==> src/rtl/cpu_types_pkg.sv <==
// Shared CPU memory-side types: RAM handshake state, arbiter FSM states and arbiter defaults.
package cpu_types_pkg;

  typedef enum logic [1:0] {
    FREE   = 2'd0,
    BUSY   = 2'd1,
    ACCESS = 2'd2,
    ERROR  = 2'd3
  } ramstate_t;

  typedef enum logic [1:0] {
    IDLE = 2'd0,
    IGNT = 2'd1,
    DGNT = 2'd2
  } arb_state_t;

  localparam int          TIMEOUT_CYC_DEFAULT = 64;
  localparam logic [31:0] BAD_WORD_DEFAULT    = 32'hBAD1BAD1;

endpackage

==> src/rtl/arb_timeout_counter.sv <==
// Watchdog for a granted RAM access: clear/enable counter that saturates at LIMIT-1 and flags done there.
module arb_timeout_counter #(
  parameter int LIMIT = 64
) (
  input  logic clk,
  input  logic rst_n,
  input  logic clr,
  input  logic en,
  output logic done
);

  localparam int          W    = (LIMIT > 2) ? $clog2(LIMIT) : 1;
  localparam logic [W-1:0] LAST = W'(LIMIT - 1);

  logic [W-1:0] count;

  always_ff @(posedge clk) begin
    if (!rst_n || clr) begin
      count <= '0;
    end else if (en && (count != LAST)) begin
      count <= count + 1'b1;
    end
  end

  assign done = (count == LAST);

endmodule

==> src/rtl/mem_arbiter.sv <==
// Single-port RAM arbiter between imem and dmem: registered grant, one access at a time, watchdog error completion.
// Option MEM_ARB_RR_EN: round-robin between simultaneous requests instead of fixed dmem priority.
module mem_arbiter
  import cpu_types_pkg::*;
#(
  parameter int          TIMEOUT_CYC = TIMEOUT_CYC_DEFAULT,
  parameter logic [31:0] BAD_WORD    = BAD_WORD_DEFAULT
) (
  input  logic        CLK,
  input  logic        nRST,
  input  logic        iREN,
  input  logic [31:0] iaddr,
  output logic [31:0] iload,
  output logic        iwait,
  input  logic        dREN,
  input  logic        dWEN,
  input  logic [31:0] daddr,
  input  logic [31:0] dstore,
  output logic [31:0] dload,
  output logic        dwait,
  output logic        ramREN,
  output logic        ramWEN,
  output logic [31:0] ramaddr,
  output logic [31:0] ramstore,
  input  logic [31:0] ramload,
  input  logic [1:0]  ramstate,
  output logic        err
);

  arb_state_t state, next_state;
  ramstate_t  rs;
  logic       dreq;
  logic       live;
  logic       hit;
  logic       fault;
  logic       done;
  logic       tmr_clr;
  logic       tmr_en;
  logic       tmo;

  assign rs   = ramstate_t'(ramstate);
  assign dreq = dREN | dWEN;

  // A grant only completes while its requester still holds the request; otherwise it is an abort.
  assign live  = ((state == IGNT) && iREN) || ((state == DGNT) && dreq);
  assign hit   = live && (rs == ACCESS);
  assign fault = live && !hit && ((rs == ERROR) || tmo);
  assign done  = hit || fault;

  assign tmr_clr = (state == IDLE);
  assign tmr_en  = (state != IDLE) && !done;

  arb_timeout_counter #(
    .LIMIT (TIMEOUT_CYC)
  ) u_timer (
    .clk   (CLK),
    .rst_n (nRST),
    .clr   (tmr_clr),
    .en    (tmr_en),
    .done  (tmo)
  );

`ifdef MEM_ARB_RR_EN
  logic last_d;

  always_ff @(posedge CLK) begin
    if (!nRST) begin
      last_d <= 1'b0;
    end else if ((state == IDLE) && (next_state != IDLE)) begin
      last_d <= (next_state == DGNT);
    end
  end
`endif

  always_ff @(posedge CLK) begin
    if (!nRST) begin
      state <= IDLE;
    end else begin
      state <= next_state;
    end
  end

  always_comb begin
    next_state = state;
    ramREN     = 1'b0;
    ramWEN     = 1'b0;
    ramaddr    = '0;
    ramstore   = '0;
    iload      = '0;
    dload      = '0;
    case (state)
      IDLE: begin
        if (dreq && iREN) begin
`ifdef MEM_ARB_RR_EN
          next_state = last_d ? IGNT : DGNT;
`else
          next_state = DGNT;
`endif
        end else if (dreq) begin
          next_state = DGNT;
        end else if (iREN) begin
          next_state = IGNT;
        end
      end
      IGNT: begin
        ramREN  = 1'b1;
        ramaddr = iaddr;
        if (hit) begin
          iload = ramload;
        end else if (fault) begin
          iload = BAD_WORD;
        end
        if (!live || done) begin
          next_state = IDLE;
        end
      end
      DGNT: begin
        ramaddr  = daddr;
        ramstore = dstore;
        ramWEN   = dWEN;
        ramREN   = !dWEN;
        if (hit) begin
          dload = dWEN ? '0 : ramload;
        end else if (fault) begin
          dload = BAD_WORD;
        end
        if (!live || done) begin
          next_state = IDLE;
        end
      end
      default: next_state = IDLE;
    endcase
  end

  assign err   = fault;
  assign iwait = iREN && !((state == IGNT) && done);
  assign dwait = dreq && !((state == DGNT) && done);

endmodule

==> config.mk <==
export PLATFORM = sky130hd
export DESIGN_NAME = mem_arbiter
export DESIGN_NICKNAME = d
export VERILOG_FILES = /design/src/rtl/cpu_types_pkg.sv /design/src/rtl/arb_timeout_counter.sv /design/src/rtl/mem_arbiter.sv
export SDC_FILE = /design/constraint.sdc
export NUM_CORES = 1
export LEC_CHECK = 0
export CORE_AREA = 2 2 103 105
export CTS_CLUSTER_DIAMETER = 120
export DETAILED_ROUTE_END_ITERATION = 6
export DIE_AREA = 0 0 105 107
export MAX_ROUTING_LAYER = met4
export PLACE_DENSITY = 0.64
export SLEW_MARGIN = 10
export SYNTH_ARGS = -nofsm -noshare
export SYNTH_HDL_FRONTEND = slang
export SYNTH_SLANG_ARGS = --single-unit
==> constraint.sdc <==
create_clock -name CLK -period 2.8 [get_ports CLK]
set_input_delay 0.7 -clock CLK [delete_from_list [all_inputs] [get_ports CLK]]
set_output_delay 0.7 -clock CLK [all_outputs]
set_load 0.02 [all_outputs]
# Word-level counts from Yosys, hierarchy flattened

Index checks and enable logic that the tools add are counted.

Register bits: 8
Bits of input ports: 135
Word-level logic and storage cells: 55
Output and inout port bits: 133

Reductions and logical operators: 28
Eq/ne operators: 8
$add $sub $neg: 1
Bitwise gates (word level): 1
Mux-type cells: 15

Operators with widths:

| operator              | number |
|---|---|
| $mux W32              | 7 |
| $pmux W32 S2          | 1 |
| $logic_and A1 B1 Y1   | 12 |
| $mux W2               | 4 |
| $logic_not A1 Y1      | 7 |
| $add A6 B1 Y6 const B | 1 |
| $eq A2 B2 Y1 const B  | 3 |
| $eq A6 B6 Y1 const B  | 1 |
| $ne A6 B6 Y1 const B  | 1 |
| $logic_or A1 B1 Y1    | 5 |
| $ne A4 B4 Y1 const B  | 1 |
| $pmux W2 S2           | 1 |
| $eq A2 B1 Y1 const B  | 1 |
| $logic_not A2 Y1      | 1 |
| $ne A2 B1 Y1 const B  | 1 |
| $pmux W1 S2           | 1 |
| $reduce_and A2 Y1     | 1 |
| $reduce_bool A2 Y1    | 1 |
| $reduce_or A2 Y1      | 1 |
| $mux W1               | 1 |
| $or A1 B1 Y1          | 1 |

# Longest topological paths before layout

Gate-level depths: netlist of run 1.

Word-level depth: 11
Gate-level depth with buffers: 9
Depth with buffers taken out: 6

# By module

From an unflattened synthesis of run 1, not the netlist that was laid out.

Cell total of the unflattened synthesis: 276
Area, all modules: 1810.5 µm²

Modules (own cells, without submodules):

| module              | times used | sequential area each (µm²) | cells an instance | area each (µm²) |
|---|---|---|---|---|
| mem_arbiter         | 1          | 40.0                       | 243               | 1481.4 |
| arb_timeout_counter | 1          | 120.1                      | 33                | 329.1 |

# Worst setup path after synthesis of run 1

Ideal clock, no wire load.

Path kind: register to output
Start point: reg state[0]
End point: out dload[13]
Data required time: 2.100 ns
Cell stages (with the launch flop): 9
Arrival time: 1.748 ns
Setup slack: 0.352 ns
Path buffers: 2
Path through: dfxtp_1 > inv_1 > ha_1 > clkbuf_1 > o21ai_1 > nand2_1 > nand3_1 > buf_2 > a21oi_1

Longest elaborated chain between the ends: 10
Elaborated cells on any way between the ends: 12
Classes of those cells: eq/ne: 2; mux: 3; reduce/logical: 7

RTL lines:

| element                                             | RTL line                             | text |
|---|---|---|
| from (decl)                                         | mem_arbiter.sv:30                    | `arb_state_t state, next_state;` |
| from (signal assigned)                              | mem_arbiter.sv:79                    | `state <= next_state;` |
| $eq A2 B1 Y1 / $eq A2 B2 Y1 (equally long branches) | mem_arbiter.sv:45, mem_arbiter.sv:91 |  |
| $logic_and A1 B1 Y1                                 | mem_arbiter.sv:45                    | `assign live = ((state == IGNT) && iREN) \|\| ((state == DGNT) && dreq);` |
| $logic_or A1 B1 Y1                                  | mem_arbiter.sv:45                    |  |
| $logic_and A1 B1 Y1                                 | mem_arbiter.sv:46                    | `assign hit = live && (rs == ACCESS);` |
| $logic_not A1 Y1                                    | mem_arbiter.sv:47                    | `assign fault = live && !hit && ((rs == ERROR) \|\| tmo);` |
| $logic_and A1 B1 Y1 (2 in a row)                    | mem_arbiter.sv:47                    |  |
| $mux W32                                            | mem_arbiter.sv:124                   | `end else if (fault) begin` |
| $mux W32                                            | mem_arbiter.sv:122                   | `if (hit) begin` |
| $mux W32 (*)                                        | mem_arbiter.sv:91                    | `case (state)` |
| to (decl)                                           | mem_arbiter.sv:19                    | `output logic [31:0] dload,` |

Mark *: on every way between the ends. The rest lies on a longest branch, timed or not.

# Worst setup path after layout of run 1

Start point: in ramstate[0]
End point: out iload[30]

Longest elaborated chain between the ends: 4

RTL lines:

| element             | RTL line           | text |
|---|---|---|
| from (decl)         | mem_arbiter.sv:26  | `input logic [1:0] ramstate,` |
| $eq A2 B2 Y1        | mem_arbiter.sv:46  |  |
| $logic_and A1 B1 Y1 | mem_arbiter.sv:46  |  |
| $mux W32            | mem_arbiter.sv:108 | `if (hit) begin` |
| $mux W32            | mem_arbiter.sv:91  |  |
| to (decl)           | mem_arbiter.sv:13  | `output logic [31:0] iload,` |

Every way passes these cells.

==> run metrics, run 1 <==
Die Width 105 um; Slowest-stage cell, CP clkdlybuf4s50_1; Worst Hold Class reg2reg; CTS tree done; Final Setup Violations 0; CP Cell Sequence clkdlybuf4s50_1 -> nand2b_4 -> nor2_2 -> buf_12 -> and2_1 -> clkdlybuf4s15_2; status completed; routed length per instance 17.51 um; WP buf/inv 3; crit end category primary output; number of global-route vias before repair 2919; RSZ-0062 raised after global routing false; Row Count 37; chip height 107 um; critical path startpoint category primary input; share of layout cells above drive strength 1 20.04%; Crit path depth 6; max frequency 367.9 MHz; Crit. Startpoint ramstate[0]; fill count 1053; critical path class in2out; area of the multi-input gates 1612 um^2; Leak Pwr 2.191 nW; Initial DRC Count 158; final hold viol count 0; antenna viol nets, final 0; post-synth cell types 38; Relative slew margins 55.84%; post-synthesis async set-or-reset flop share 0%; CTS Buf Count 3; delay-heaviest family, CP buffers and inverters; Vias 3100; wirelength, routed 11.99 mm; post-synthesis cell count 280; Die Footprint 11240 um^2; register area 160.2 um^2; CTS Hold Bufs 0; Placed Area 4798 um^2; register-to-register setup slack 0.88 ns; Max H-tree Level 1; DR pass1 iterations 5; first-pass GRT wire length 17.31 mm; R2R depth 6; Clk Tree Root Cell clkbuf_8; critical path fanouts, max 14; Synth Area per Inst 6.681 um^2; DRC viols 0; critical path capture point iload[30]; worst r2r src state[0]; Ys Warns 0; Post-Syn Nets 419; Worst Skew 0.002074 ns; Pins Over Slew Limit 0; Initial Utilization 18.53%; initial antenna violation count 0; Post-Syn Area 1871 um^2; gr usage total 19.57%; design area 4652 um^2; RR Endpoint u_timer.count[2]; core area 10090 um^2; Worst-Skew Late Latency 0.23 ns; Top FF cell, synth dfxtp_1; CP max stage delay 0.47 ns; fin crit period 2.718 ns; Ant. Diodes 0; nets 690; Seq/Total Area, Yosys 8.562%; Layout area overhead 148.7%; largest net degree at the start of global routing 66; pwr dens 229.4 nW/um^2; number of synthesized flops with an enable pin 0; DP HPWL 9.427 mm; Vias/cell 4.526; RePlAce Congestion 0.8366; Fin Hold WS 0.4898 ns; Longest Clk Path Bufs 2; # IOs 268; part of the cycle the worst path needs 97.09%; maximum vdd ir drop 224.1 uV; FF+latch count, synth 8; TNS Setup 0 ns; grt ovf 0; measured slew at the worst slew-check pin 0.6610 ns; Critical Path RT 2.10 ns; IO buf count 267; crit path DAT 2.02 ns; clk slew on worst S/H paths 0.04 ns; Max-Cap Viols 0; CTS sink cnt 8
[final cells by class]
class | instances | share of cell area [%]
inverters | 4 | 0.3228
multi-input cells | 240 | 34.64
flip-flops and latches | 8 | 3.443
clock buffers | 3 | 0.8876
well taps | 136 | 3.658
repair buffers | 294 | 57.05
[worst min path at each step]
stage | slack [ns] | end | cells after the start | startpoint
after floorplan | 0.46 | u_timer.count[3] | 2 | u_timer.count[3]
after global placement | 0.47 | u_timer.count[3] | 2 | u_timer.count[3]
after detailed placement | 0.48 | u_timer.count[3] | 2 | u_timer.count[3]
after CTS | 0.49 | u_timer.count[3] | 2 | u_timer.count[3]
after global routing | 0.53 | state[1] | 2 | state[1]
final | 0.49 | u_timer.count[3] | 2 | u_timer.count[3]
[flip-flops by register name, indices dropped and copies added, names as in the netlist]
signal	flops
u_timer.count	6
state	2
[power breakdown]
| part | internal [W] | switching (W) | total (W) |
|---|---|---|---|
| Sequential | 0.000119 | 0.00000386 | 0.000123 |
| Clock | 0.0000935 | 0.0000494 | 0.000143 |
| Combinational | 0.000437 | 0.000364 | 0.000801 |
| Total | 0.000650 | 0.000417 | 0.00107 |
[cell families after synthesis]
kind of cell    count (synthesis)  share of synthesized area, %
flops                           8                         8.562
buf+inv                        32                         7.358
compound gates                 92                         33.78
simple gates                  144                         47.63
fa+ha+maj                       4                         2.676
[worst min-delay path, stage by stage (launching register included)]
cell	delay [ns]
dfxtp_1	0.32
o31ai_1	0.07
a21oi_1	0.05
[cells in the mapped netlist (all sizes together), types with 2 or more instances]
library cell | number | area [um^2]
nand2b | 20 | 125.1
a21boi | 2 | 15.02
dfxtp | 8 | 160.2
or4 | 2 | 15.01
nor2b | 35 | 219.0
nor2 | 3 | 11.26
nand4 | 2 | 12.51
nand3 | 3 | 15.01
ha | 4 | 50.05
a31o | 2 | 17.52
clkbuf | 21 | 78.83
inv | 4 | 15.01
and3 | 5 | 41.29
and2 | 61 | 381.6
nand2 | 7 | 26.28
a21oi | 23 | 115.1
o21ai | 4 | 20.01
a22oi | 32 | 240.2
o31ai | 2 | 15.01
or3 | 2 | 12.51
buf | 7 | 43.79
o211ai | 2 | 15.01
o21a | 19 | 142.6
[per-stage QoR]
step,util [%],power [W],cells,setup WS (ns)
after floorplan,-,0.0004627,280,0.3515
after global placement,47.55,0.0009212,676,-0.6192
after detailed placement,47.55,0.0009248,676,-0.7162
after CTS,45.97,0.001059,683,-0.01725
after global routing,46.09,0.001134,685,0.004863
final,46.09,0.001067,685,0.08157
[metal layers]
| layer | share of wire, % | global-route usage, % | vias to the layer above |
|---|---|---|---|
| met4 | 1.3 | 3.238 | 0 |
| met2 | 51 | 34.42 | 110 |
| met3 | 5.1 | 3.161 | 10 |
| met1 | 42 | 24.01 | 1458 |
| li1 | - | - | 1522 |
| met5 | 0 | - | - |
[cell usage in the layout, fill, tap and decap left out, types with 2 or more instances in the layout]
master / n
ha_1: 3
buf_12: 4
buf_6: 3
o21ai_0: 2
o31ai_1: 2
and3_1: 2
dlygate4sd2_1: 36
o211ai_1: 2
and3_4: 3
or3_1: 2
nand2b_1: 19
dfxtp_1: 8
a21oi_1: 22
clkbuf_2: 12
nand2_1: 6
nor2b_1: 34
inv_1: 4
clkdlybuf4s15_2: 2
nand3_1: 3
a22oi_1: 32
clkdlybuf4s50_1: 155
buf_2: 46
buf_4: 23
clkbuf_8: 3
nor2_1: 2
o21ai_2: 2
and2_1: 61
nand4_1: 2
o21a_1: 19
a31o_2: 2
or4_1: 2
dlymetal6s2s_1: 10
[what timing repair did]
action | 4_1_cts | 5_1_grt
endpoints found under the setup margin | 99 | 98
setup buffers | 4 | 1
gates cloned | 0 | 1
resized for setup | 280 | 29
pin swaps | 3 | 1
endpoints found under the hold margin | 0 | 0
Note: power is estimated with default switching activity, not from simulation.
==> run 2: changes to the inputs <==
==> constraint.sdc (replaced) <==
create_clock -name CLK -period 2.6 [get_ports CLK]
set_input_delay 0.65 -clock CLK [delete_from_list [all_inputs] [get_ports CLK]]
set_output_delay 0.65 -clock CLK [all_outputs]
set_load 0.02 [all_outputs]
==> run 2 against run 1 <==
First-iteration DRC count shrank 12%. Register-to-register slack lost 0.23 ns. Wire length grew 0.35%. Sequential power grew 7%. Critical endpoint is now dload[24]. Combinational power grew 6.4%. Count of clock-buffer cells in the layout is the same. Global-route usage grew 0.45 points.
==> run metrics, run 2 (same netlist as run 1, synthesis figures left out) <==
DR pass1 iterations 4; Fin Hold WS 0.5136 ns; delay-heaviest family, CP buffers and inverters; Largest regs u_timer.count (6), state (2); Initial DRC Count 139; non-filler instance count after layout 696; CTS tree done; pwr dens 243.2 nW/um^2; Worst-Skew Late Latency 0.23 ns; initial antenna violation count 0; most common cell after layout, fill and taps aside clkdlybuf4s50_1; routed length per instance 17.29 um; Clk Tree Root Cell clkbuf_8; chip height 107 um; Worst Hold Class reg2reg; Pins Over Slew Limit 0; CTS Hold Bufs 0; Vias/cell 4.501; Final Setup Violations 0; nets 701; Placed Area 4868 um^2; antenna viol nets, final 0; DRC viols 0; TNS Setup 0 ns; CTS Buf Count 3; crit end category primary output; Leak Pwr 2.165 nW; number of global-route vias before repair 3048; DP HPWL 9.594 mm; register area 160.2 um^2; Die Width 105 um; hold path start state[1]; grt ovf 0; max frequency 391.8 MHz; Initial Utilization 18.53%; fin crit period 2.552 ns; Crit. Startpoint ramstate[0]; commonest cells after routing, fill and taps aside 130 x clkdlybuf4s50_1, 61 x and2_1, 50 x buf_2; WP buf/inv 3; critical path class in2out; area of the multi-input gates 1613 um^2; core area 10090 um^2; part of the cycle the worst path needs 98.16%; Vias 3133; measured slew at the worst slew-check pin 0.5120 ns; Critical Path RT 1.95 ns; fill count 1086; # IOs 268; critical path fanouts, max 14; RePlAce Congestion 0.8422; Longest Clk Path Bufs 2; share of layout cells above drive strength 1 23.39%; final hold viol count 0; Max-Cap Viols 0; Ant. Diodes 0; CP max stage delay 0.45 ns; wirelength, routed 12.04 mm; crit path DAT 1.90 ns; Layout area overhead 150.4%; Max H-tree Level 1; Die Footprint 11240 um^2; CTS sink cnt 8; placed cell count 686; Post-Place Setup Slack -0.8030 ns; first-pass GRT wire length 17.60 mm; CP Cell Sequence clkdlybuf4s50_1 -> nor2b_2 -> and3_1 -> buf_6 -> and2_1 -> buf_2; Worst Skew 0.006648 ns; gr usage total 20.03%; number of flip-flops in the largest register 6; Slowest-stage cell, CP clkdlybuf4s50_1; maximum vdd ir drop 307.5 uV; design area 4683 um^2; IO buf count 267; largest net degree at the start of global routing 34; status completed; worst r2r src state[0]; Row Count 37; clk slew on worst S/H paths 0.04 ns; Final WS setup 0.04789 ns; Largest Register u_timer.count; Relative slew margins 65.80%; critical path startpoint category primary input
run 2: report_power, final:
part	switching [W]	internal (W)
registers	0.00000366	0.000128
logic	0.000394	0.000459
clock network	0.0000538	0.000101
total	0.000451	0.000688
run 2: worst paths after layout:
kind,end,slack [ns],cells past startpoint
worst max-delay path,dload[24],0.05,6
worst min register to register,state[1],0.51,2
worst max register to register,u_timer.count[1],0.65,10
worst min-delay path,state[1],0.51,2
run 2: what timing repair did:
action | CTS | global route
pin swaps | 3 | 1
endpoints found under the setup margin | 130 | 69
setup buffers | 4 | 2
resized for setup | 296 | 65
cloned | 1 | 0
run 2: worst reg2reg max path, cell delays in order (launching register included):
cell and delay (ns):
dfxtp_1 0.32, inv_1 0.08, ha_2 0.20, o21ai_2 0.07
buf_4 0.13, buf_4 0.12, buf_4 0.12, a21boi_1 0.40
buf_4 0.22, o21ai_0 0.07, a21oi_1 0.14
run 2: area by class of cell:
cell class	count	area share, %
Clock buffer	3	0.8816
Timing Repair Buffer	305	57.31
Inverter	4	0.3206
Multi-Input combinational cell	240	34.44
Sequential cell	8	3.420
Tap cell	136	3.633
run 2: per-layer routing:
layer / share of wire (%) / vias up / track usage, %
met5: 0 / - / -
met4: 2.3 / 0 / 4.476
met3: 6.2 / 18 / 4.255
met2: 50 / 123 / 35.30
met1: 41 / 1449 / 23.45
li1: - / 1543 / -
run 2: through the flow:
step	power, W	util [%]
6_report	0.001139	46.40
5_1_grt	0.001207	46.40
4_1_cts	0.001145	48.04
3_5_place_dp	0.001008	48.24
3_3_place_gp	0.001002	48.24
2_1_floorplan	0.0004982	-
